File: config.mk
export PLATFORM = sky130hd
export DESIGN_NAME = u409_bus_master
export DESIGN_NICKNAME = d
export VERILOG_FILES = /design/src/rtl/u409_bus_master.sv
export SDC_FILE = /design/constraint.sdc
export NUM_CORES = 1
export LEC_CHECK = 0
export CORE_ASPECT_RATIO = 1.75
export CORE_MARGIN = 2
export CORE_UTILIZATION = 44
export DETAILED_ROUTE_END_ITERATION = 7
export PLACE_DENSITY = 0.79
export SKIP_CTS_REPAIR_TIMING = 1
export SLEW_MARGIN = 20
export SYNTH_ARGS = -nofsm -noshare
export SYNTH_HDL_FRONTEND = slang
export SYNTH_SLANG_ARGS = --single-unit
File: constraint.sdc
create_clock -name CLK40 -period 6.6 [get_ports CLK40]
set_clock_uncertainty 0.05 [all_clocks]
set_input_delay 0.99 -clock CLK40 [delete_from_list [all_inputs] [get_ports CLK40]]
set_output_delay 0.99 -clock CLK40 [all_outputs]
set_load 0.01 [all_outputs]
File: src/rtl/u409_bus_master.sv
// u409_bus_master: 68040-style local-bus initiator on CLK40.
// Arbitrates for the bus, issues single/line cycles and collects nTA/nTEA/nTBI terminations.
module u409_bus_master #(
  parameter logic [7:0] TIMEOUT   = 8'd255,
  parameter int         MAX_RETRY = 3
) (
  input  logic        CLK40,
  input  logic        TS_RESET,
  input  logic        REQ,
  input  logic [31:0] REQ_ADDR,
  input  logic        REQ_RNW,
  input  logic [1:0]  REQ_SIZE,
  input  logic [31:0] WDATA,
  output logic [1:0]  WBEAT,
  output logic [31:0] RDATA,
  output logic        RDATA_VALID,
  output logic        BUSY,
  output logic        DONE,
  output logic        ERR,
  output logic        nBR,
  input  logic        nBG,
  input  logic        nBB_IN,
  output logic        nBB_OUT,
  output logic        nBB_OE,
  output logic        BUS_OE,
  output logic        nTS,
  output logic [31:0] A_OUT,
  output logic        RnW_OUT,
  output logic [1:0]  SIZ,
  output logic [31:0] D_OUT,
  input  logic [31:0] D_IN,
  input  logic        nTA,
  input  logic        nTEA,
  input  logic        nTBI
);

  typedef enum logic [2:0] {IDLE, ARB, START, DATA, RECOVER, RELEASE} state_t;

  localparam logic [7:0] LP_MAX_RETRY = 8'(MAX_RETRY);

  state_t      r_state;
  logic [31:0] r_addr;
  logic        r_rnw;
  logic [1:0]  r_size;
  logic [1:0]  r_beat;
  logic        r_inhibit;
  logic [7:0]  r_retry;
  logic [7:0]  r_to;
  logic        r_nbr, r_nts, r_nbb_out, r_nbb_oe, r_bus_oe;
  logic        r_busy, r_done, r_err, r_rvalid;
  logic [31:0] r_rdata, r_a_out;
  logic [1:0]  r_siz;
  logic        r_rnw_out;

  logic        w_is_line;
  logic        w_last_beat;
  logic [1:0]  w_line_idx;
  logic [1:0]  w_next_beat;
  logic [1:0]  w_next_idx;
  logic [31:0] w_beat_addr;

  assign w_is_line   = (r_size == 2'b11);
  assign w_last_beat = !w_is_line || (r_beat == 2'd3);
  assign w_line_idx  = r_addr[3:2] + r_beat;
  assign w_next_beat = r_beat + 2'd1;
  assign w_next_idx  = r_addr[3:2] + w_next_beat;
  assign w_beat_addr = w_is_line ? {r_addr[31:4], w_line_idx, 2'b00} : r_addr;

  always_ff @(posedge CLK40 or posedge TS_RESET) begin
    if (TS_RESET) begin
      r_state   <= IDLE;
      r_addr    <= '0;
      r_rnw     <= 1'b1;
      r_size    <= 2'b00;
      r_beat    <= 2'd0;
      r_inhibit <= 1'b0;
      r_retry   <= '0;
      r_to      <= '0;
      r_nbr     <= 1'b1;
      r_nts     <= 1'b1;
      r_nbb_out <= 1'b1;
      r_nbb_oe  <= 1'b0;
      r_bus_oe  <= 1'b0;
      r_busy    <= 1'b0;
      r_done    <= 1'b0;
      r_err     <= 1'b0;
      r_rvalid  <= 1'b0;
      r_rdata   <= '0;
      r_a_out   <= '0;
      r_siz     <= 2'b00;
      r_rnw_out <= 1'b1;
    end else begin
      r_done   <= 1'b0;
      r_err    <= 1'b0;
      r_rvalid <= 1'b0;
      case (r_state)
        IDLE: begin
          if (REQ) begin
            r_addr    <= REQ_ADDR;
            r_rnw     <= REQ_RNW;
            r_size    <= REQ_SIZE;
            r_beat    <= 2'd0;
            r_inhibit <= 1'b0;
            r_retry   <= '0;
            r_busy    <= 1'b1;
            if (!nBG && nBB_IN) begin
              r_state <= START;
            end else begin
              r_nbr   <= 1'b0;
              r_state <= ARB;
            end
          end
        end
        ARB: begin
          if (!nBG && nBB_IN) begin
            r_nbr   <= 1'b1;
            r_state <= START;
          end
        end
        START: begin
          r_nts     <= 1'b0;
          r_bus_oe  <= 1'b1;
          r_nbb_oe  <= 1'b1;
          r_nbb_out <= 1'b0;
          r_a_out   <= w_beat_addr;
          r_siz     <= r_inhibit ? 2'b00 : r_size;
          r_rnw_out <= r_rnw;
          r_to      <= '0;
          r_state   <= DATA;
        end
        DATA: begin
          // The nTS cycle itself is never a termination sample, but it does count toward the timeout.
          if (!r_nts) begin
            r_nts <= 1'b1;
            r_to  <= r_to + 8'd1;
          end else if (!nTA && nTEA) begin
            r_to <= '0;
            if (r_rnw) begin
              r_rdata  <= D_IN;
              r_rvalid <= 1'b1;
            end
            if (w_last_beat) begin
              r_done    <= 1'b1;
              r_bus_oe  <= 1'b0;
              r_nbb_out <= 1'b1;
              r_state   <= RELEASE;
            end else begin
              r_beat  <= w_next_beat;
              r_a_out <= {r_addr[31:4], w_next_idx, 2'b00};
              if (r_inhibit || (r_beat == 2'd0 && !nTBI)) begin
                r_inhibit <= 1'b1;
                r_state   <= START;
              end
            end
          end else if (nTA && !nTEA) begin
            r_err     <= 1'b1;
            r_bus_oe  <= 1'b0;
            r_nbb_out <= 1'b1;
            r_state   <= RELEASE;
          end else if (!nTA && !nTEA) begin
            if (r_retry == LP_MAX_RETRY) begin
              r_err     <= 1'b1;
              r_bus_oe  <= 1'b0;
              r_nbb_out <= 1'b1;
              r_state   <= RELEASE;
            end else begin
              r_retry <= r_retry + 8'd1;
              r_state <= RECOVER;
            end
          end else if (r_to >= TIMEOUT - 8'd1) begin
            r_err     <= 1'b1;
            r_bus_oe  <= 1'b0;
            r_nbb_out <= 1'b1;
            r_state   <= RELEASE;
          end else begin
            r_to <= r_to + 8'd1;
          end
        end
        RECOVER: r_state <= START;
        RELEASE: begin
          r_nbb_oe <= 1'b0;
          r_busy   <= 1'b0;
          r_state  <= IDLE;
        end
        default: r_state <= IDLE;
      endcase
    end
  end

  assign WBEAT       = r_beat;
  assign RDATA       = r_rdata;
  assign RDATA_VALID = r_rvalid;
  assign BUSY        = r_busy;
  assign DONE        = r_done;
  assign ERR         = r_err;
  assign nBR         = r_nbr;
  assign nBB_OUT     = r_nbb_out;
  assign nBB_OE      = r_nbb_oe;
  assign BUS_OE      = r_bus_oe;
  assign nTS         = r_nts;
  assign A_OUT       = r_a_out;
  assign RnW_OUT     = r_rnw_out;
  assign SIZ         = r_siz;
  assign D_OUT       = (r_bus_oe && !r_rnw_out) ? WDATA : 32'd0;

endmodule

==> key figures, run 1 <==
Timing
  • Worst hold-check slack: 0.416 ns
  • Post-route minimum period: 3.33 ns
  • Relative max-transition margin: 0.366
  • Number of setup violations in the final report: 0
  • Crit share post-route: 0.505
  • Pin slew with the least headroom to its limit: around 0.95 ns
  • RSZ-0062 raised after global routing: false
  • Fmax achieved: 300 MHz
  • Final total negative setup slack: 0 ns
  • Final hold violations: 0
  • Number of slew-limit violations in the final report: 0

GRT
  • Overall track demand over capacity in global routing: 0.224
  • Initial antenna violation count: 0
  • Vias in the first global route: 5193
  • Total gr overflow: 0
  • First-pass GRT wire length: 26.0 mm
  • Pin count of the biggest net entering global routing: 78

Clock network
  • Reg clk slew, reported paths: 0.06 ns
  • CTS Root Buffer Type: sky130_fd_sc_hd__clkbuf_16
  • Number of clock sinks: 133
  • Longest Clk Path Bufs: 2
  • TritonCTS Buffers: 17
  • H-Tree Level Count: 4
  • Clock latency on the worst-skew pair: 0.41 ns
  • CTS tree: done

Outcome
  • Status: completed

Worst setup path
  • R2r endpoint: RDATA[12]
  • Crit path launch: BUS_OE
  • R2R Setup Slk: 3.78 ns
  • Startpoint type of the worst setup path: register
  • Data required time at the worst endpoint: 5.56 ns
  • Largest fanout on the critical path: 32
  • Max stage delay cell, worst path: sky130_fd_sc_hd__nor2b_2
  • Cells traversed along the worst timing path: nor2b_2, and2_1, clkdlybuf4s50_1
  • Worst setup EP type: primary output
  • Delay of the slowest critical-path stage: 0.69 ns
  • Reg-to-Reg Start: r_state[0]
  • Number of cell instances on the worst register-to-register path: 6
  • Arrival time worst endpoint: 2.29 ns
  • Type of the worst setup path: register to primary output

Min path
  • Hold path cells: 2
  • Destination of the worst hold path: nBB_OUT
  • Beginning of the worst hold path: nBB_OUT
  • Class of the most critical hold timing path: register to register

Detailed routing
  • DR DRC count: 0
  • Number of iterations in the first detailed-routing pass: 4
  • Remaining antenna violation count after routing: 0
  • Overall via count from detail_route: just under 5k
  • Routed wirelength normalized by instance count: 17.2 um
  • Avg Vias per Cell: 5.10
  • Initial DRC Count: 283
  • Detailed-route wire length: roughly 16 mm

Power
  • Ratio of total power to cell area: 461 mW/mm2
  • Tot Pwr: 4150 uW
  • Leakage Power: slightly below 0.004 uW
  • Maximum ir drop on the vdd rail: 0.000269 V

Synth
  • Number of synthesized flops with an enable pin: 0
  • Mean post-synth cell area: about 11 um2
  • Number of flip-flops and latches in the synthesized netlist: 133
  • Post-synthesis cell type count: 55
  • Part of the Yosys area used for sequential elements: 0.547
  • FFs w/ async S/R, synth: 1.00
  • Yosys warns: 0
  • Post-Synthesis Net Count: 660
  • Post-synthesis cell area: 0.00610 mm2
  • Top flip-flop cell by instance count after synthesis: sky130_fd_sc_hd__dfrtp_1
  • Number of instances in the synthesized netlist: 543

Final layout
  • Sequential cell area: 0.00333 mm2
  • Final net count: approximately 870
  • Filler Cells Inserted: approximately 1.1k
  • Area taken by multi-input logic gates: 0.00255 mm2
  • Ratio of cells with drive above 1 in the final layout: 0.159
  • Leading cell types in the layout, fill and taps excluded: sky130_fd_sc_hd__clkdlybuf4s50_1, sky130_fd_sc_hd__dfrtp_1, sky130_fd_sc_hd__nand2_1, sky130_fd_sc_hd__mux2_2, sky130_fd_sc_hd__and2_1
  • Most frequent standard cell in the layout excluding fill and tap cells: sky130_fd_sc_hd__clkdlybuf4s50_1
  • Area added between synthesis and finish: 47.6%
  • Inserted Diodes: 0
  • Post-layout instance area: 0.00900 mm2

Placed design
  • Number of port buffers: 216
  • RePlAce Congestion: 0.832
  • Placed wire-length estimate: ~12 mm
  • Area of placed instances: roughly 0.0084 mm2

Floorplan
  • Site Rows: 57
  • Total die area: 0.0149 mm2
  • Die height: 160 um
  • X dimension of the die: 93.0 um
  • Number of ports placed on the die boundary: between 200 and 250
  • Starting density of the core: 0.446
  • Core Box Area: 0.0137 mm2

Job
  • Number of violations of the max-capacitance limit: 0
## cell usage after synthesis, drive strengths merged, types with 2 or more instances
cell type | count | area (um2)
mux2 | 67 | 852
dfrtp | 128 | 3200
nor4 | 4 | 46.3
a2111oi | 2 | 36.3
o22ai | 2 | 18.8
or3 | 3 | 18.8
or4 | 3 | 22.5
dfstp | 5 | 131
nand4 | 7 | 43.8
nor2b | 3 | 18.8
o41ai | 2 | 17.5
inv | 16 | 60.1
nand3b | 3 | 22.5
a21oi | 22 | 125
xnor2 | 7 | 61.3
nand4b | 2 | 17.5
nand2 | 117 | 447
ha | 10 | 125
a22o | 4 | 35.0
xor2 | 2 | 17.5
and2 | 33 | 206
a21o | 2 | 15.0
nand3 | 10 | 50.1
buf | 19 | 141
o21ai | 16 | 80.1
nor2 | 23 | 86.3
clkbuf | 7 | 26.3
nor3 | 9 | 45.0
## per-stage QoR
step | cells | worst slack (ns) | utilization
floorplan | 543 | 2.01 | -
global placement | 915 | 3.03 | 0.611
detailed placement | 915 | 2.93 | 0.611
CTS | 946 | 2.82 | 0.657
global route | 946 | 3.12 | 0.657
finish | 946 | 3.27 | 0.657
## worst max-delay path by stage
stage | endpoint | cells past startpoint
after floorplan | A_OUT[0] | 1
after global placement | A_OUT[14] | 8
after detailed placement | A_OUT[14] | 8
after CTS | D_OUT[19] | 3
after global routing | D_OUT[16] | 3
final | D_OUT[19] | 3
## critical path: cells and delay by family, from the launching register on
family	cells	cell delay (ns)
AND/OR/NAND/NOR	2	0.92
flip-flops	1	0.38
buffers and inverters	1	0.59
## state kept, by name (all words and copies together), names as in the netlist, 2 cells and up
register	flops
SIZ	2
r_to	8
A_OUT	32
RDATA	32
WBEAT	2
r_state	3
r_retry	8
r_size	2
r_addr	32
## logic make-up after synthesis
| logic type | count (synthesis) | synth area share |
|---|---|---|
| simple gates | 223 | 0.177 |
| flops | 133 | 0.547 |
| mux | 68 | 0.141 |
| compound gates | 58 | 0.0648 |
| buf+inv | 42 | 0.0373 |
| fa+ha+maj | 10 | 0.0205 |
| xor+xnor | 9 | 0.0129 |
## where the power goes
| group | internal, uW | leakage, uW | switching [uW] |
|---|---|---|---|
| logic | 971 | 0.00201 | 727 |
| registers | 1170 | 0.00166 | 268 |
| clock network | 647 | 0.000306 | 363 |
| total | 2790 | 0.00398 | 1360 |
## layer usage
layer / wire length [um] / GRT usage / share of wire / vias up
li1: - / - / - / 2270
met4: 575 / 0.0969 / 0.035 / 0
met5: 0 / 0 / 0 / -
met3: 1110 / 0.0764 / 0.068 / 36
met1: 6060 / 0.249 / 0.37 / 2349
met2: 8530 / 0.384 / 0.52 / 170
## area by class of cell
| type | count | share of cell area |
|---|---|---|
| clock buffers | 18 | 0.0488 |
| multi-input cells | 368 | 0.283 |
| flip-flops and latches | 133 | 0.370 |
| clock inverters | 13 | 0.0217 |
| well taps | 177 | 0.0246 |
| repair buffers | 221 | 0.244 |
| inverters | 16 | 0.00695 |
Power figures use the tool's default switching activity.
==> run 2, diff against run 1 <==
==> constraint.sdc (replaced) <==
create_clock -name CLK40 -period 3.1 [get_ports CLK40]
set_clock_uncertainty 0.05 [all_clocks]
set_input_delay 0.465 -clock CLK40 [delete_from_list [all_inputs] [get_ports CLK40]]
set_output_delay 0.465 -clock CLK40 [all_outputs]
set_load 0.01 [all_outputs]
==> key figures, run 2 (same netlist as run 1, synthesis figures left out) <==
Outcome
  • Status: completed

Placed design
  • RePlAce Congestion: 0.826 (-0.66%)
  • Placed cells: 920 (+0.55%)
  • Number of port buffers: 216 (unchanged)
  • Placed wire-length estimate: 12.3 mm (+4.6%)
  • Area of placed instances: 0.00845 mm2 (+1.1%)

Final layout
  • Leading cell types in the layout, fill and taps excluded: sky130_fd_sc_hd__clkdlybuf4s50_1, sky130_fd_sc_hd__dfrtp_1, sky130_fd_sc_hd__nand2_1, sky130_fd_sc_hd__mux2_2, sky130_fd_sc_hd__and2_1
  • Ratio of cells with drive above 1 in the final layout: 0.164 (+0.00522)
  • Area added between synthesis and finish: 48.6%
  • Most frequent standard cell in the layout excluding fill and tap cells: sky130_fd_sc_hd__clkdlybuf4s50_1
  • Post-layout instance area: 0.00907 mm2 (+0.74%)
  • Layout Cells excl Fill: 952 (+0.63%)
  • Final net count: 879 (+0.57%)
  • Inserted Diodes: 0 (unchanged)
  • Share of the core filled with cells: 0.662 (+0.00484)

Clock network
  • CTS tree: done
  • TritonCTS Buffers: 17 (unchanged)
  • Number of clock sinks: 133 (unchanged)
  • Longest Clk Path Bufs: 2 (unchanged)
  • Clock latency on the worst-skew pair: 0.41 ns (about the same)
  • H-Tree Level Count: 4 (unchanged)
  • CTS Root Buffer Type: sky130_fd_sc_hd__clkbuf_16
  • Reg clk slew, reported paths: 0.06 ns (about the same)

Timing
  • Post-route minimum period: ~2.5 ns
  • Fmax achieved: 401 MHz
  • Relative max-transition margin: 0.467 (+0.101)
  • Number of setup violations in the final report: 0 (unchanged)
  • Final hold violations: 0 (unchanged)
  • Final total negative setup slack: 0 ns (unchanged)
  • Number of slew-limit violations in the final report: 0 (unchanged)
  • Crit share post-route: 0.805
  • Pin slew with the least headroom to its limit: 0.797 ns (-0.152 ns)
  • RSZ-0062 raised after global routing: false

Detailed routing
  • Number of iterations in the first detailed-routing pass: 6 (+2)
  • DR DRC count: 0 (unchanged)
  • Initial DRC Count: 207 (-27%)
  • Avg Vias per Cell: 5.09 (-0.18%)
  • Detailed-route wire length: 16.6 mm (+1.8%)
  • Remaining antenna violation count after routing: 0 (unchanged)
  • Overall via count from detail_route: 4847 (+0.46%)
  • Routed wirelength normalized by instance count: 17.4 um (+1.2%)

Worst setup path
  • Max stage delay cell, worst path: sky130_fd_sc_hd__clkdlybuf4s50_1
  • Data required time at the worst endpoint: 2.58 ns (-2.98 ns)
  • Cells traversed along the worst timing path: nor2b_1, buf_4, and2_1, clkdlybuf4s50_1
  • Arrival time worst endpoint: 1.98 ns (-0.31 ns)
  • Largest fanout on the critical path: 32 (unchanged)
  • Type of the worst setup path: register to primary output
  • Buf+Inv Stages, Crit Path: 2 (+1)
  • Delay of the slowest critical-path stage: 0.58 ns (-0.11 ns)
  • Worst setup EP type: primary output
  • Top delay family on crit path: buffers and inverters
  • Startpoint type of the worst setup path: register

Floorplan
  • Total die area: 0.0149 mm2 (unchanged)
  • Site Rows: 57 (unchanged)
  • Starting density of the core: 0.446 (unchanged)
  • Core Box Area: 0.0137 mm2 (unchanged)
  • X dimension of the die: 93.0 um (unchanged)
  • Die height: 160 um (unchanged)
  • Number of ports placed on the die boundary: 217 (unchanged)

GRT
  • Pin count of the biggest net entering global routing: 37 (-53%)
  • Overall track demand over capacity in global routing: 0.231 (+0.00765)
  • First-pass GRT wire length: 26.8 mm (+2.9%)
  • Total gr overflow: 0 (unchanged)
  • Vias in the first global route: 5240 (+0.91%)
  • Initial antenna violation count: 0 (unchanged)

Job
  • Number of violations of the max-capacitance limit: 0 (unchanged)

Power
  • Ratio of total power to cell area: 969 mW/mm2 (+110%)
  • Maximum ir drop on the vdd rail: 0.000574 V (+110%)
  • Leakage Power: 0.00400 uW (+0.64%)

Min path
  • Class of the most critical hold timing path: register to register
==> run 2: final timing paths <==
path / start / endpoint / slack, ns / cells after the start
hold reg to reg: nBB_OUT / nBB_OUT / 0.41 / 2
max in group asynchronous: TS_RESET / nTS / 1.80 / 3
min in group asynchronous: TS_RESET / RDATA[23] / 0.50 / 2
hold / removal: nBB_OUT / nBB_OUT / 0.41 / 2
setup / recovery: BUS_OE / D_OUT[21] / 0.60 / 4
setup reg to reg: r_state[0] / r_to[3] / 0.78 / 5
==> run 2: through the flow <==
step / hold slack [ns] / setup slack [ns] / total power, uW
after floorplan: 0.417 / 0.861 / 5000
after global placement: 0.402 / 0.278 / 6600
after detailed placement: 0.404 / 0.212 / 6740
after CTS: 0.417 / 0.616 / 8860
after global routing: 0.436 / 0.537 / 9260
final: 0.414 / 0.604 / 8790
==> run 2: worst register-to-register path, cell delays in order, from the launching register on <==
cell and delay, ns:
sky130_fd_sc_hd__dfrtp_1 0.69, sky130_fd_sc_hd__nand4b_1 0.48, sky130_fd_sc_hd__o21ai_1 0.28, sky130_fd_sc_hd__o41a_1 0.42
sky130_fd_sc_hd__or4_1 0.21, sky130_fd_sc_hd__nand3_1 0.08
==> run 2: area by class of cell <==
class                           instances  area [um2]
Multi-Input combinational cell        368        2550
Clock inverter                         15         189
Tap cell                              177         221
Sequential cell                       133        3330
Fill cell                            1057        4620
Inverter                               16        63.8
Timing Repair Buffer                  226        2290
Clock buffer                           17         425
==> run 2: metal layers <==
metal	wire (um)	vias up	track usage
met5	0	-	0
met4	471	0	0.0896
met3	956	37	0.0670
met2	8770	179	0.395
met1	6380	2353	0.273
li1	-	2278	-
==> run 2: power by group <==
part,internal [uW],switching [uW]
Clock,1220,836
Combinational,2110,1570
Sequential,2490,565
